<file path="src/rtl/imu_frame_assembler.sv">
// -----------------------------------------------------------------------------
// imu_frame_assembler
//   Collects six per-axis raw IMU words (a_x, a_y, a_z, w_x, w_y, w_z), which
//   may arrive in any order. Each complete set is handed to the madgwick filter
//   through a valid/ready output. The block is double-buffered: an assembly
//   register fills while the previous frame waits in the output slot.
//
//   Handshakes: a transfer happens on a rising clk edge where valid && ready.
//   Valid never depends on ready. The payload (s_axis/s_data, frame outputs)
//   must be stable while valid is high and ready is low.
//
// Ports
//   clk, rst             clock, asynchronous active-high reset
//   s_valid/s_ready      axis word handshake
//   s_axis, s_data       axis index (0..5 legal) and signed sample
//   m_valid/m_ready      frame handshake toward the filter
//   a_x..w_z             frame outputs, stable while m_valid=1
//   frame_cnt            frames delivered, wraps
//   err_dup, err_axis    sticky error flags; err_clr clears both
//   bias_we/sel/data     bias register write port (IMU_BIAS_CORR_EN only)
//
// Optional build macro: IMU_BIAS_CORR_EN. When defined, each legal word is
//   stored as sat(s_data - bias[axis]), saturated to its axis width.
// -----------------------------------------------------------------------------
module imu_frame_assembler #(
   parameter int ACC_W  = 16,
   parameter int GYRO_W = 16,
   parameter int CNT_W  = 16,
   localparam int DW    = (ACC_W > GYRO_W) ? ACC_W : GYRO_W
) (
   input  logic              clk,
   input  logic              rst,
   input  logic              s_valid,
   output logic              s_ready,
   input  logic [2:0]        s_axis,
   input  logic [DW-1:0]     s_data,
   output logic              m_valid,
   input  logic              m_ready,
   output logic [ACC_W-1:0]  a_x,
   output logic [ACC_W-1:0]  a_y,
   output logic [ACC_W-1:0]  a_z,
   output logic [GYRO_W-1:0] w_x,
   output logic [GYRO_W-1:0] w_y,
   output logic [GYRO_W-1:0] w_z,
   output logic [CNT_W-1:0]  frame_cnt,
   output logic              err_dup,
   output logic              err_axis,
`ifdef IMU_BIAS_CORR_EN
   input  logic              bias_we,
   input  logic [2:0]        bias_sel,
   input  logic [DW-1:0]     bias_data,
`endif
   input  logic              err_clr
);

   // Output slot FSM: the slot state is exactly m_valid.
   typedef enum logic {SLOT_EMPTY = 1'b0, SLOT_FULL = 1'b1} slot_state_e;

   slot_state_e           slot_q, slot_d;
   logic [5:0]            mask_q, mask_d;
   logic [DW-1:0]         asm_q [6];
   logic [DW-1:0]         asm_d [6];
   logic [DW-1:0]         out_q [6];
   logic [DW-1:0]         out_d [6];
   logic [CNT_W-1:0]      cnt_q, cnt_d;
   logic                  err_dup_q, err_dup_d;
   logic                  err_axis_q, err_axis_d;

   logic                  asm_ready;
   logic                  transfer;
   logic                  drain;
   logic                  accept;
   logic                  axis_legal;
   logic                  dup;
   logic [DW-1:0]         acc_word;
   logic [DW-1:0]         gyro_word;

`ifdef IMU_BIAS_CORR_EN
   localparam logic signed [DW:0] ACC_MAX  = $signed({{(DW-ACC_W+2){1'b0}}, {(ACC_W-1){1'b1}}});
   localparam logic signed [DW:0] ACC_MIN  = ~ACC_MAX;
   localparam logic signed [DW:0] GYRO_MAX = $signed({{(DW-GYRO_W+2){1'b0}}, {(GYRO_W-1){1'b1}}});
   localparam logic signed [DW:0] GYRO_MIN = ~GYRO_MAX;

   logic [DW-1:0]         bias_q [6];
   logic [DW-1:0]         bias_cur;
   logic signed [DW:0]    acc_diff, gyro_diff;
   logic signed [DW:0]    acc_sat, gyro_sat;
`endif

   assign asm_ready  = (mask_q == 6'h3F);
   assign drain      = (slot_q == SLOT_FULL) && m_ready;
   // The slot can take a new frame if it is empty or being drained this cycle.
   assign transfer   = asm_ready && ((slot_q == SLOT_EMPTY) || m_ready);
   assign s_ready    = !(asm_ready && (slot_q == SLOT_FULL) && !m_ready);
   assign accept     = s_valid && s_ready;
   assign axis_legal = (s_axis < 3'd6);

   // Word value to store, per axis class.
`ifdef IMU_BIAS_CORR_EN
   always_comb begin
      bias_cur = '0;
      for (int i = 0; i < 6; i++) begin
         if (s_axis == 3'(i)) bias_cur = bias_q[i];
      end
      acc_diff  = $signed({{(DW+1-ACC_W){s_data[ACC_W-1]}}, s_data[ACC_W-1:0]})
                - $signed({{(DW+1-ACC_W){bias_cur[ACC_W-1]}}, bias_cur[ACC_W-1:0]});
      gyro_diff = $signed({{(DW+1-GYRO_W){s_data[GYRO_W-1]}}, s_data[GYRO_W-1:0]})
                - $signed({{(DW+1-GYRO_W){bias_cur[GYRO_W-1]}}, bias_cur[GYRO_W-1:0]});
      acc_sat   = (acc_diff > ACC_MAX) ? ACC_MAX : (acc_diff < ACC_MIN) ? ACC_MIN : acc_diff;
      gyro_sat  = (gyro_diff > GYRO_MAX) ? GYRO_MAX : (gyro_diff < GYRO_MIN) ? GYRO_MIN : gyro_diff;
      acc_word  = acc_sat[DW-1:0];
      gyro_word = gyro_sat[DW-1:0];
   end
`else
   assign acc_word  = s_data;
   assign gyro_word = s_data;
`endif

   // Slot FSM next state.
   always_comb begin
      slot_d = slot_q;
      if (transfer)   slot_d = SLOT_FULL;
      else if (drain) slot_d = SLOT_EMPTY;
   end

   // Assembly, output slot, counter and error flags.
   always_comb begin
      // A transfer empties the mask first, so a word accepted in the same
      // cycle starts the next frame.
      mask_d = transfer ? 6'h00 : mask_q;
      asm_d  = asm_q;
      out_d  = out_q;
      dup    = 1'b0;
      for (int i = 0; i < 6; i++) begin
         if (accept && axis_legal && (s_axis == 3'(i))) begin
            if (mask_d[i]) dup = 1'b1;
            mask_d[i] = 1'b1;
            asm_d[i]  = (i < 3) ? acc_word : gyro_word;
         end
      end
      if (transfer) out_d = asm_q;
      cnt_d      = drain ? cnt_q + 1'b1 : cnt_q;
      // A new error in the same cycle as err_clr keeps the flag set.
      err_dup_d  = (err_clr ? 1'b0 : err_dup_q) | dup;
      err_axis_d = (err_clr ? 1'b0 : err_axis_q) | (accept && !axis_legal);
   end

   always_ff @(posedge clk or posedge rst) begin
      if (rst) begin
         slot_q     <= SLOT_EMPTY;
         mask_q     <= '0;
         cnt_q      <= '0;
         err_dup_q  <= 1'b0;
         err_axis_q <= 1'b0;
         for (int i = 0; i < 6; i++) begin
            asm_q[i] <= '0;
            out_q[i] <= '0;
         end
      end else begin
         slot_q     <= slot_d;
         mask_q     <= mask_d;
         cnt_q      <= cnt_d;
         err_dup_q  <= err_dup_d;
         err_axis_q <= err_axis_d;
         asm_q      <= asm_d;
         out_q      <= out_d;
      end
   end

`ifdef IMU_BIAS_CORR_EN
   always_ff @(posedge clk or posedge rst) begin
      if (rst) begin
         for (int i = 0; i < 6; i++) bias_q[i] <= '0;
      end else if (bias_we) begin
         for (int i = 0; i < 6; i++) begin
            if (bias_sel == 3'(i)) bias_q[i] <= bias_data;
         end
      end
   end
`endif

   assign m_valid   = (slot_q == SLOT_FULL);
   assign a_x       = out_q[0][ACC_W-1:0];
   assign a_y       = out_q[1][ACC_W-1:0];
   assign a_z       = out_q[2][ACC_W-1:0];
   assign w_x       = out_q[3][GYRO_W-1:0];
   assign w_y       = out_q[4][GYRO_W-1:0];
   assign w_z       = out_q[5][GYRO_W-1:0];
   assign frame_cnt = cnt_q;
   assign err_dup   = err_dup_q;
   assign err_axis  = err_axis_q;

endmodule

</file>
<file path="config.mk">
export PLATFORM = sky130hd
export DESIGN_NAME = imu_frame_assembler
export DESIGN_NICKNAME = d
export VERILOG_FILES = /design/src/rtl/imu_frame_assembler.sv
export SDC_FILE = /design/constraint.sdc
export NUM_CORES = 1
export LEC_CHECK = 0
export CORE_UTILIZATION = 48
export DETAILED_ROUTE_END_ITERATION = 10
export MAX_ROUTING_LAYER = met4
export PLACE_DENSITY = 0.76
export SLEW_MARGIN = 25
export SYNTH_ARGS = -nofsm -noshare
export SYNTH_HDL_FRONTEND = slang
export SYNTH_SLANG_ARGS = --single-unit
</file>
<file path="constraint.sdc">
create_clock -name clk -period 6.4 [get_ports clk]
set_clock_uncertainty 0.1 [all_clocks]
set_input_delay 0.96 -clock clk [delete_from_list [all_inputs] [get_ports clk]]
set_output_delay 0.96 -clock clk [all_outputs]
set_load 0.02 [all_outputs]
</file>
== After elaboration in Yosys (flattened, before gate mapping) ==
Cells that the tools add are included.
Widths: inputs -> output; s select.

* Register bits: 217
* Input port bits: 24
* Output and inout bits: 116
* Word-level logic and storage cells: 70

* Bitwise logic cells: 3
* Add/sub/neg operators: 1
* Equal/unequal tests: 6
* Muxes and demuxes: 23
* Reductions and logical operators: 19
* $lt $le $gt $ge: 1

{| class="wikitable"
|+ Operator list
! kind !! number
|-
| $mux 1 || 22
|-
| $add 16x1->16 const B || 1
|-
| $logic_and 1x1->1 || 13
|-
| $eq 3x2->1 const B || 2
|-
| $eq 3x3->1 const B || 2
|-
| $eq 6x6->1 const B || 1
|-
| $mux 6 || 1
|-
| $eq 3x1->1 const B || 1
|-
| $logic_not 1->1 || 3
|-
| $logic_not 3->1 || 1
|-
| $lt 3x3->1 const B || 1
|-
| $or 1x1->1 || 2
|-
| $reduce_bool 2->1 || 1
|-
| $logic_or 1x1->1 || 1
|-
| $not 1->1 || 1
|}

== Depth between registers and ports, before layout ==
Gate-level depths: netlist (run 1).

* Word-level depth: 19
* Mapped depth: 8
* Mapped depth without buffers: 5

== Worst setup path before layout (run 1) ==
No wires, ideal clock.

* Kind: input port to output port
* From: input m_ready
* To: output s_ready
* Buffers on the path: 1
* Arrival: 1.639 ns
* Required time: 5.340 ns
* Slack: 3.701 ns
* Stages on the path: 3
* Cells stage by stage: nand2b_4 -> or3_1 -> buf_6

* Longest elaborated chain between the ends: 3

{| class="wikitable"
|+ RTL lines
! what !! RTL line !! text
|-
| from (decl) || 38 || <nowiki>input logic m_ready,</nowiki>
|-
| $logic_not 1->1 || 94 || <nowiki>assign s_ready = !(asm_ready && (slot_q == SLOT_FULL) && !m_ready);</nowiki>
|-
| $logic_and 1x1->1 || 94 ||
|-
| $logic_not 1->1 || 94 ||
|-
| to (decl) || 34 || <nowiki>output logic s_ready,</nowiki>
|}

Every way passes these cells.

== Worst setup path in the final report (run 1) ==
Ends and elaborated chain as after synthesis.

==> metrics.cfg, run 1 <==
[clock_tree]
clkSlewWorstSetupHoldPaths_ns=0.06
cts_buffer_depth=3
ctsRootBufferMaster=clkbuf_16
cts_tree=built
cts_resized=0
insertion_delay_ns=0.50
postCtsHoldBufs=0
post_cts_buffers=0
clock-sinks=217
numCtsBuffers=23
cts-htree-levels=1

[drt]
ant_nets=0
top_layer=met4
vias=4737
wirelength_mm=17.40
wl_per_cell_um=19.29
dr.first_iter.drc_count=172
met1_length_mm=7.693
drc=0
drtPass1Iterations=4
wl_met3_um=792
met2_length_mm=8.550
via_per_inst=5.252

[power]
total_power_w=0.005128
p_seq_share_pct=41.0
switching_share_pct=30.60
leakagePower_nw=4.794
power_density_nw_per_um2=475.4
p_clk_share_pct=24.9
p_int_w=0.003559
power.switching_w=0.001569
pwr-share-comb_pct=34.1
ir_worst_vdd_mv=0.2346

[critical_path]
startpoint_type=input pin
cp_max_fo=8
crit_arrival_ns=2.93
worstPathRequired_ns=5.34
endpoint_kind=output port
worstSetupPathType=in -> out
reg2regPathDepth=5
rrSetupSlack_ns=3.89

[run_status]
status=finished, final reports clean

[timing]
rsz0062_at_grt=no
maxSlewViolCount=0
relSlewSlack_pct=31.97
finalSetupTns_ns=0
min_period_ns=3.985
worst_pin_slew_ns=1.018
setup_violations=0
hold_viol_final=0
max_freq_mhz=250.9
fin_crit_sh_pct=62.27

[yosys]
synth-main-ff-cell=dfrtp_1
synthArstFlopShare_pct=100.0
synth.top_cell.area_share_pct=63.59
ys_top_cells_by_area=dfrtp_1 64%, mux2_2 18%, mux2_4 5.1%
seq_area_frac_synth_pct=63.59
syn_area_um2=8539
synth_top_family_by_area=multiplexers
synth_edf_count=0
synth_top_cell_by_area=dfrtp_1
yosys.area_share.adder_pct=0.1465
synth_compound_area_share_pct=0.9377
syn-mean-instance-area_um2=16.45
synthXorXnorAreaFrac_pct=1.538
synth_nets=544
synthCells=519
synth-seq-cells=217
yosys.area_share.simple_pct=3.971
synthDistinctLibCells=39
synth_mux_area_share_pct=26.97
synth_warnings=0

[final_layout]
syn_to_final_growth_pct=26.30
final_common_cell=dfrtp_1
fillers=1291
layout-drive-gt1-share_pct=31.61
post-route-util_pct=62.14
nNetsFinal=688
finalInstanceArea_um2=10790
diodes=0
final_cell_mix=217 x dfrtp_1, 139 x clkdlybuf4s50_1, 136 x mux2_2

[grt]
grt_antenna_before_repair=0
grt_max_degree=121
grt_pass1_vias=5177
grt_usage_pct=20.51
grt_overflow=0
grt_first_pass_wirelength_mm=28.18

[die]
dieArea_um2=18330
fp.dieW_um=135.4
fp-row-count=48
die_h_um=135.4
ios=140
core_um2=17360
start_util_pct=49.20

[placement]
place_congestion=0.8857
placed_area_um2=10050
hpwl_mm=11.65
port_buffers=139

[job]
maxCapViolCount=0

[min_path]
whs_path_depth=1
hp-class=reg -> reg

[path summary, 6_finish.rpt]
kind	from	endpoint
min in group asynchronous	rst	a_x[15]
setup reg to reg	mask_q[0]	a_x[5]
hold reg to reg	frame_cnt[15]	frame_cnt[15]
max in group asynchronous	rst	w_z[14]
setup / recovery	m_ready	s_ready
hold / removal	frame_cnt[15]	frame_cnt[15]
[per-layer routing]
| layer | vias up | track usage (%) |
|---|---|---|
| met1 | 2476 | 26.52 |
| met4 | 0 | 6.117 |
| li1 | 2120 | - |
| met3 | 27 | 3.554 |
| met5 | - | - |
| met2 | 114 | 33.22 |
[registers in the layout, summed over array words and instances, names as in the netlist, 16 cells and up]
| register | count |
|---|---|
| w_z | 16 |
| a_x | 16 |
| a_z | 16 |
| w_x | 16 |
| a_y | 16 |
| w_y | 16 |
| frame_cnt | 16 |
| asm_q | 96 |
[power groups by stage]
stage	sequential [W]	clock, W	combinational, W
finish	0.00210	0.00128	0.00175
global route	0.00216	0.00137	0.00185
CTS	0.00211	0.00131	0.00178
detailed placement	0.00213	0	0.00177
global placement	0.00209	0	0.00173
floorplan	0.00244	0	0.000619
[cells by family after synthesis]
family          count (synthesis)
xor+xnor                       15
simple gates                   47
flops                         217
mux                           195
fa+ha+maj                       1
buf+inv                        33
compound gates                 11
[area by class of cell]
class	count	area [µm²]	share of cell area, %
Clock buffer	34	676.9	6.276
Clock inverter	5	56.30	0.5220
Inverter	10	41.29	0.3828
Multi-Input combinational cell	269	2869	26.60
Sequential cell	217	5430	50.35
Tap cell	225	281.5	2.610
Timing Repair Buffer	142	1430	13.26
[stage by stage]
step                setup WS (ns)  instances  hold slack (ns)
finish                      2.415        902           0.3690
floorplan                   2.514        519           0.3585
global placement            2.465        863           0.3612
detailed placement          2.432        863           0.3645
global route                2.370        902           0.4091
CTS                         2.432        902           0.3772
[cells in the mapped netlist, drive strengths merged, types with 3 or more instances]
library cell and instances:
dfrtp 217, mux2 194, buf 20, inv 10, nand3 10, nand2 9, nand4 9, xnor2 9
xor2 6, nor2 4, o21ai 4, clkbuf 3
[critical path, stage by stage]
cell,delay [ns]
clkdlybuf4s50_1,0.47
nand2b_4,0.18
or3_1,0.66
clkdlybuf4s50_1,0.65
Power figures use the tool's default switching activity.
==> run 2, diff against run 1 <==
Clock period 6.4 ns to 3.5 ns, I/O delays scaled along.
==> run 2 against run 1 <==
Sequential share of layout area is 0.50 points lower; utilization grew 0.62 points; final area is 1.0% higher; flip-flop and latch count unchanged; sequential power rose by 83%; die area unchanged; global-route usage down 0.22 points; register-to-register slack got worse by 2.5 ns; critical path type unchanged; critical endpoint unchanged; largest cell class unchanged; largest power group unchanged; highest routed layer unchanged.
==> metrics.cfg, run 2 (synthesis results as in run 1) <==
[clock_tree]
cts-htree-levels=1  ; unchanged
cts_resized=0  ; unchanged
clock-sinks=217  ; unchanged
post_cts_buffers=0  ; unchanged
cts_tree=built  ; unchanged
postCtsHoldBufs=0  ; unchanged
numCtsBuffers=23  ; unchanged
ctsRootBufferMaster=clkbuf_16  ; unchanged
cts_buffer_depth=3  ; unchanged
clkSlewWorstSetupHoldPaths_ns=0.06  ; about the same
insertion_delay_ns=0.50  ; about the same

[die]
fp-row-count=48  ; unchanged
ios=140  ; unchanged
dieArea_um2=18330  ; unchanged
die_h_um=135.4  ; unchanged
start_util_pct=49.20  ; unchanged
fp.dieW_um=135.4  ; unchanged
core_um2=17360  ; unchanged

[grt]
grt_pass1_vias=5014  ; was 5177
grt_first_pass_wirelength_mm=27.76  ; was 28.18 mm
grt_antenna_before_repair=0  ; unchanged
grt_overflow=0  ; unchanged
grt_max_degree=86  ; was 121
grt_usage_pct=20.29  ; was 20.51%

[critical_path]
path_buf_inv=2  ; unchanged
slowest_delay_ns=0.55  ; was 0.66 ns
startpoint_type=input pin  ; unchanged
worstPathRequired_ns=2.87  ; was 5.34 ns
critical_path.cell_chain=clkdlybuf4s50_1 -> nand2b_4 -> or3_1 -> clkdlybuf4s50_1  ; unchanged
crit_slowest_cell=clkdlybuf4s50_1  ; was or3_1
rr_endpoint=w_z[12]  ; was a_x[5]
cpMostUsedCell=clkdlybuf4s50_1  ; unchanged
rrSetupSlack_ns=1.42  ; was 3.89 ns
rr_startpoint=mask_q[3]  ; was mask_q[0]
crit_arrival_ns=2.11  ; was 2.93 ns
worstSetupPathType=in -> out  ; unchanged
reg2regPathDepth=4  ; was 5
cp_max_fo=4  ; was 8
path_delay_family=buffers and inverters  ; unchanged
endpoint_kind=output port  ; unchanged

[drt]
wirelength_mm=17.33  ; was 17.40 mm
dr.first_iter.drc_count=176  ; was 172
ant_nets=0  ; unchanged
drc=0  ; unchanged
wl_per_cell_um=19.13  ; was 19.29 µm
vias=4754  ; was 4737
drtPass1Iterations=4  ; unchanged
via_per_inst=5.247  ; was 5.252

[timing]
rsz0062_at_grt=no  ; unchanged
finalSetupTns_ns=0  ; unchanged
maxSlewViolCount=0  ; unchanged
worst_pin_slew_ns=0.9542  ; was 1.018 ns
min_period_ns=2.732
fin_crit_sh_pct=78.06
setup_violations=0  ; unchanged
max_freq_mhz=366.0
relSlewSlack_pct=36.24  ; was 31.97%
hold_viol_final=0  ; unchanged

[placement]
port_buffers=139  ; unchanged
hpwl_mm=11.51  ; was 11.65 mm
placed_area_um2=10100  ; was 10050 µm²
place_congestion=0.8827  ; was 0.8857

[final_layout]
diodes=0  ; unchanged
top_register=asm_q  ; unchanged
syn_to_final_growth_pct=27.56  ; was 26.30%
final_common_cell=dfrtp_1  ; unchanged
nNetsFinal=690  ; was 688
largest_reg_flops=96  ; unchanged
layout-drive-gt1-share_pct=32.60  ; was 31.61%
fillers=1260  ; was 1291
final_cell_mix=217 x dfrtp_1, 139 x clkdlybuf4s50_1, 136 x mux2_2  ; unchanged
finalInstanceArea_um2=10890  ; was 10790 µm²

[power]
leakagePower_nw=4.850  ; was 4.794 nW
ir_worst_vdd_mv=0.4960  ; was 0.2346 mV
power_density_nw_per_um2=878.6  ; was 475.4 nW/µm²

[job]
maxCapViolCount=0  ; unchanged

[run_status]
status=finished, final reports clean  ; unchanged

[min_path]
hp-class=in -> async  ; was reg -> reg

-- run 2: cell types whose count changed in the layout (fill, tap and decap cells not counted) --
cell,previous run,this run
buf_12,1,4
buf_6,1,0
bufinv_16,1,4
clkbuf_1,5,1
clkbuf_8,6,2
clkinv_2,2,8
clkinv_4,0,1
-- run 2: per-layer routing --
metal	global-route usage, %	vias to the layer above	share of wire [%]
li1	-	2132	-
met1	28.03	2477	45
met2	31.42	114	48
met3	3.217	31	4.2
met4	5.243	0	2.0
met5	-	-	0
-- run 2: layout make-up --
class                           count  area, µm²  area share (%)
Multi-Input combinational cell    269       2869           26.34
Timing Repair Buffer              144       1479           13.58
Inverter                           10      41.29          0.3791
Tap cell                          225      281.5           2.584
Sequential cell                   217       5430           49.85
Clock inverter                     15      185.2           1.700
Clock buffer                       26      606.8           5.571
-- run 2: worst max-delay path by stage --
stage               startpoint         to  cells after the start
CTS                    m_ready    s_ready                      4
global route           m_ready    s_ready                      4
floorplan                  rst     a_x[0]                      1
global placement       m_ready    s_ready                      4
detailed placement     s_valid  asm_q[49]                      5
finish                 m_ready    s_ready                      4
-- run 2: power breakdown --
group,internal (W),switching (W)
Combinational,0.00176,0.00145
Clock,0.00155,0.000971
Sequential,0.00335,0.000488
Total,0.00666,0.00291
-- run 2: worst register-to-register path, stage by stage, from the launching register on --
cell	delay (ns)
dfrtp_1	0.38
nand4_1	0.17
nor2_1	0.20
nand2_1	0.59
mux2_2	0.51
-- run 2: metrics by stage --
| step | hold WS [ns] | total power, W | utilization (%) | setup WS (ns) | instances |
|---|---|---|---|---|---|
| 2_1_floorplan | 0.3585 | 0.005591 | - | 0.04888 | 519 |
| 3_3_place_gp | 0.3615 | 0.007009 | 58.20 | 0.7753 | 865 |
| 3_5_place_dp | 0.3789 | 0.007128 | 58.20 | 0.6786 | 865 |
| 4_1_cts | 0.2618 | 0.009681 | 62.76 | 0.7664 | 906 |
| 5_1_grt | 0.2781 | 0.01003 | 62.76 | 0.7085 | 906 |
| 6_report | 0.2676 | 0.009570 | 62.76 | 0.7680 | 906 |
==> run 3, diff against run 2 <==
Settings changed: CORE_UTILIZATION 48 to 53, PLACE_DENSITY 0.76 to 0.79.
Clock period 3.5 ns to 2.6 ns, I/O delays scaled along.
==> run 3 against run 2 <==
Highest routed layer unchanged; largest cell class unchanged; non-clock buffer count up 11; worst setup slack got worse by 0.71 ns; first-iteration DRC count increased by 2.3%; register-to-register slack worse by 0.85 ns; sequential power is 35% higher; clock-buffer cell count is 6 higher; combinational power up 36%; final area grew 1.4%; via count is 1.1% higher; utilization grew 7.0 points; global-route usage grew 3.3 points; die area down 9.3%; critical endpoint unchanged.
==> metrics.cfg, run 3 (synthesis results as in run 1) <==
[run_status]
status=finished, final reports clean  ; unchanged

[grt]
grt_first_pass_wirelength_mm=29.08  ; was 27.76 mm
grt_antenna_before_repair=0  ; unchanged
grt_overflow=0  ; unchanged
grt_max_degree=67  ; was 86
grt_usage_pct=23.56  ; was 20.29%
grt_pass1_vias=5307  ; was 5014

[final_layout]
nNetsFinal=701  ; was 690
top_register=asm_q  ; unchanged
layout-drive-gt1-share_pct=32.85  ; was 32.60%
final_cell_mix=217 x dfrtp_1, 139 x clkdlybuf4s50_1, 136 x mux2_2  ; unchanged
diodes=0  ; unchanged
largest_reg_flops=96  ; unchanged
final_common_cell=dfrtp_1  ; unchanged
syn_to_final_growth_pct=29.30  ; was 27.56%
post-route-util_pct=69.76  ; was 62.76%

[power]
leakagePower_nw=4.926  ; was 4.850 nW
switching_share_pct=29.99  ; was 30.42%
power.switching_w=0.003907  ; was 0.002912 W
p_seq_share_pct=39.8  ; was 40.1%
power_density_nw_per_um2=1180  ; was 878.6 nW/µm²
p_clk_share_pct=26.6  ; was 26.3%
total_power_w=0.01303  ; was 0.009570 W
pwr-share-comb_pct=33.6  ; about the same
ir_worst_vdd_mv=0.7113  ; was 0.4960 mV
p_int_w=0.009118  ; was 0.006659 W

[critical_path]
worstPathRequired_ns=2.11  ; was 2.87 ns
worstSetupPathType=in -> out  ; unchanged
startpoint_type=input pin  ; unchanged
endpoint_kind=output port  ; unchanged
cp_max_fo=4  ; unchanged
crit_arrival_ns=2.05  ; was 2.11 ns

[die]
start_util_pct=53.95  ; was 49.20%
die_h_um=128.9  ; was 135.4 µm
dieArea_um2=16620  ; was 18330 µm²
fp-row-count=46  ; was 48
core_um2=15830  ; was 17360 µm²
ios=140  ; unchanged
fp.dieW_um=128.9  ; was 135.4 µm

[drt]
via_per_inst=5.300  ; was 5.247
drc=0  ; unchanged
wirelength_mm=17.84  ; was 17.33 mm
vias=4807  ; was 4754
drtPass1Iterations=4  ; unchanged
wl_per_cell_um=19.67  ; was 19.13 µm
dr.first_iter.drc_count=180  ; was 176
ant_nets=0  ; unchanged

[job]
maxCapViolCount=0  ; unchanged

[clock_tree]
cts_tree=built  ; unchanged
cts_resized=0  ; unchanged
ctsRootBufferMaster=clkbuf_16  ; unchanged
clock-sinks=217  ; unchanged
insertion_delay_ns=0.49  ; was 0.50 ns
postCtsHoldBufs=0  ; unchanged
numCtsBuffers=23  ; unchanged
cts_buffer_depth=3  ; unchanged
post_cts_buffers=0  ; unchanged
clkSlewWorstSetupHoldPaths_ns=0.06  ; about the same
cts-htree-levels=1  ; unchanged

[placement]
port_buffers=139  ; unchanged
place_congestion=0.7879  ; was 0.8827
hpwl_mm=11.82  ; was 11.51 mm

[timing]
worst_pin_slew_ns=0.6667  ; was 0.9542 ns
fin_crit_sh_pct=97.65
relSlewSlack_pct=55.15  ; was 36.24%
setup_violations=0  ; unchanged
rsz0062_at_grt=no  ; unchanged
hold_viol_final=0  ; unchanged
min_period_ns=2.539
maxSlewViolCount=0  ; unchanged
max_freq_mhz=393.9

[min_path]
hp-class=in -> async  ; unchanged

run 3: cell types whose count changed in the layout (fill, tap and decap cells not counted), sizes merged:
cell and delta:
buf +11, clkinv -7, clkbuf +6, bufinv +1, inv -1
run 3: area by class of cell:
| class | count | area, µm² |
|---|---|---|
| fill | 1061 | 4786 |
| timing repair buffer | 155 | 1624 |
| clock buffer | 32 | 639.4 |
| multi-input combinational | 269 | 2869 |
| tap | 216 | 270.3 |
| inverter | 10 | 41.29 |
| sequential | 217 | 5430 |
| clock inverter | 8 | 167.7 |
run 3: path summary, 6_finish.rpt:
| kind | startpoint | endpoint | slack [ns] | depth (start not counted) |
|---|---|---|---|---|
| max reg2reg | m_valid | asm_q[58] | 0.57 | 5 |
| max in group asynchronous | rst | asm_q[76] | 1.51 | 3 |
| min | rst | a_z[4] | 0.20 | 2 |
| min reg2reg | asm_q[48] | asm_q[48] | 0.39 | 1 |
| min in group clk | asm_q[48] | asm_q[48] | 0.39 | 1 |
| max | m_ready | s_ready | 0.06 | 4 |
run 3: power by group through the flow:
stage / combinational (W) / clock [W] / sequential [W]
global placement: 0.00429 / 0 / 0.00515
CTS: 0.00444 / 0.00353 / 0.00519
finish: 0.00438 / 0.00346 / 0.00518
floorplan: 0.00152 / 0 / 0.00600
detailed placement: 0.00440 / 0 / 0.00523
global route: 0.00463 / 0.00367 / 0.00532
run 3: metrics by stage:
step	setup TNS [ns]	setup WS, ns	hold slack [ns]	instances	instance area, µm²
CTS	0	0.06435	0.1987	907	11040
detailed placement	0	0.04941	0.3788	867	10230
floorplan	-155.40	-0.7161	0.3585	519	8543
global route	0	0.007366	0.2371	907	11040
finish	0	0.06119	0.1964	907	11040
global placement	0	0.09471	0.3636	867	10230
run 3: worst max-delay path, cell delays in order:
cell and delay (ns):
clkdlybuf4s50_1 0.48, nand2b_4 0.18, or3_1 0.40, clkdlybuf4s50_1 0.60
run 3: layer usage:
metal  GRT usage, %  share of wire [%]  vias up
met2          39.43                 51      115
met1          29.82                 43     2521
li1               -                  -     2151
met5              -                  0        -
met4          5.536                1.3        0
met3          4.449                4.8       20
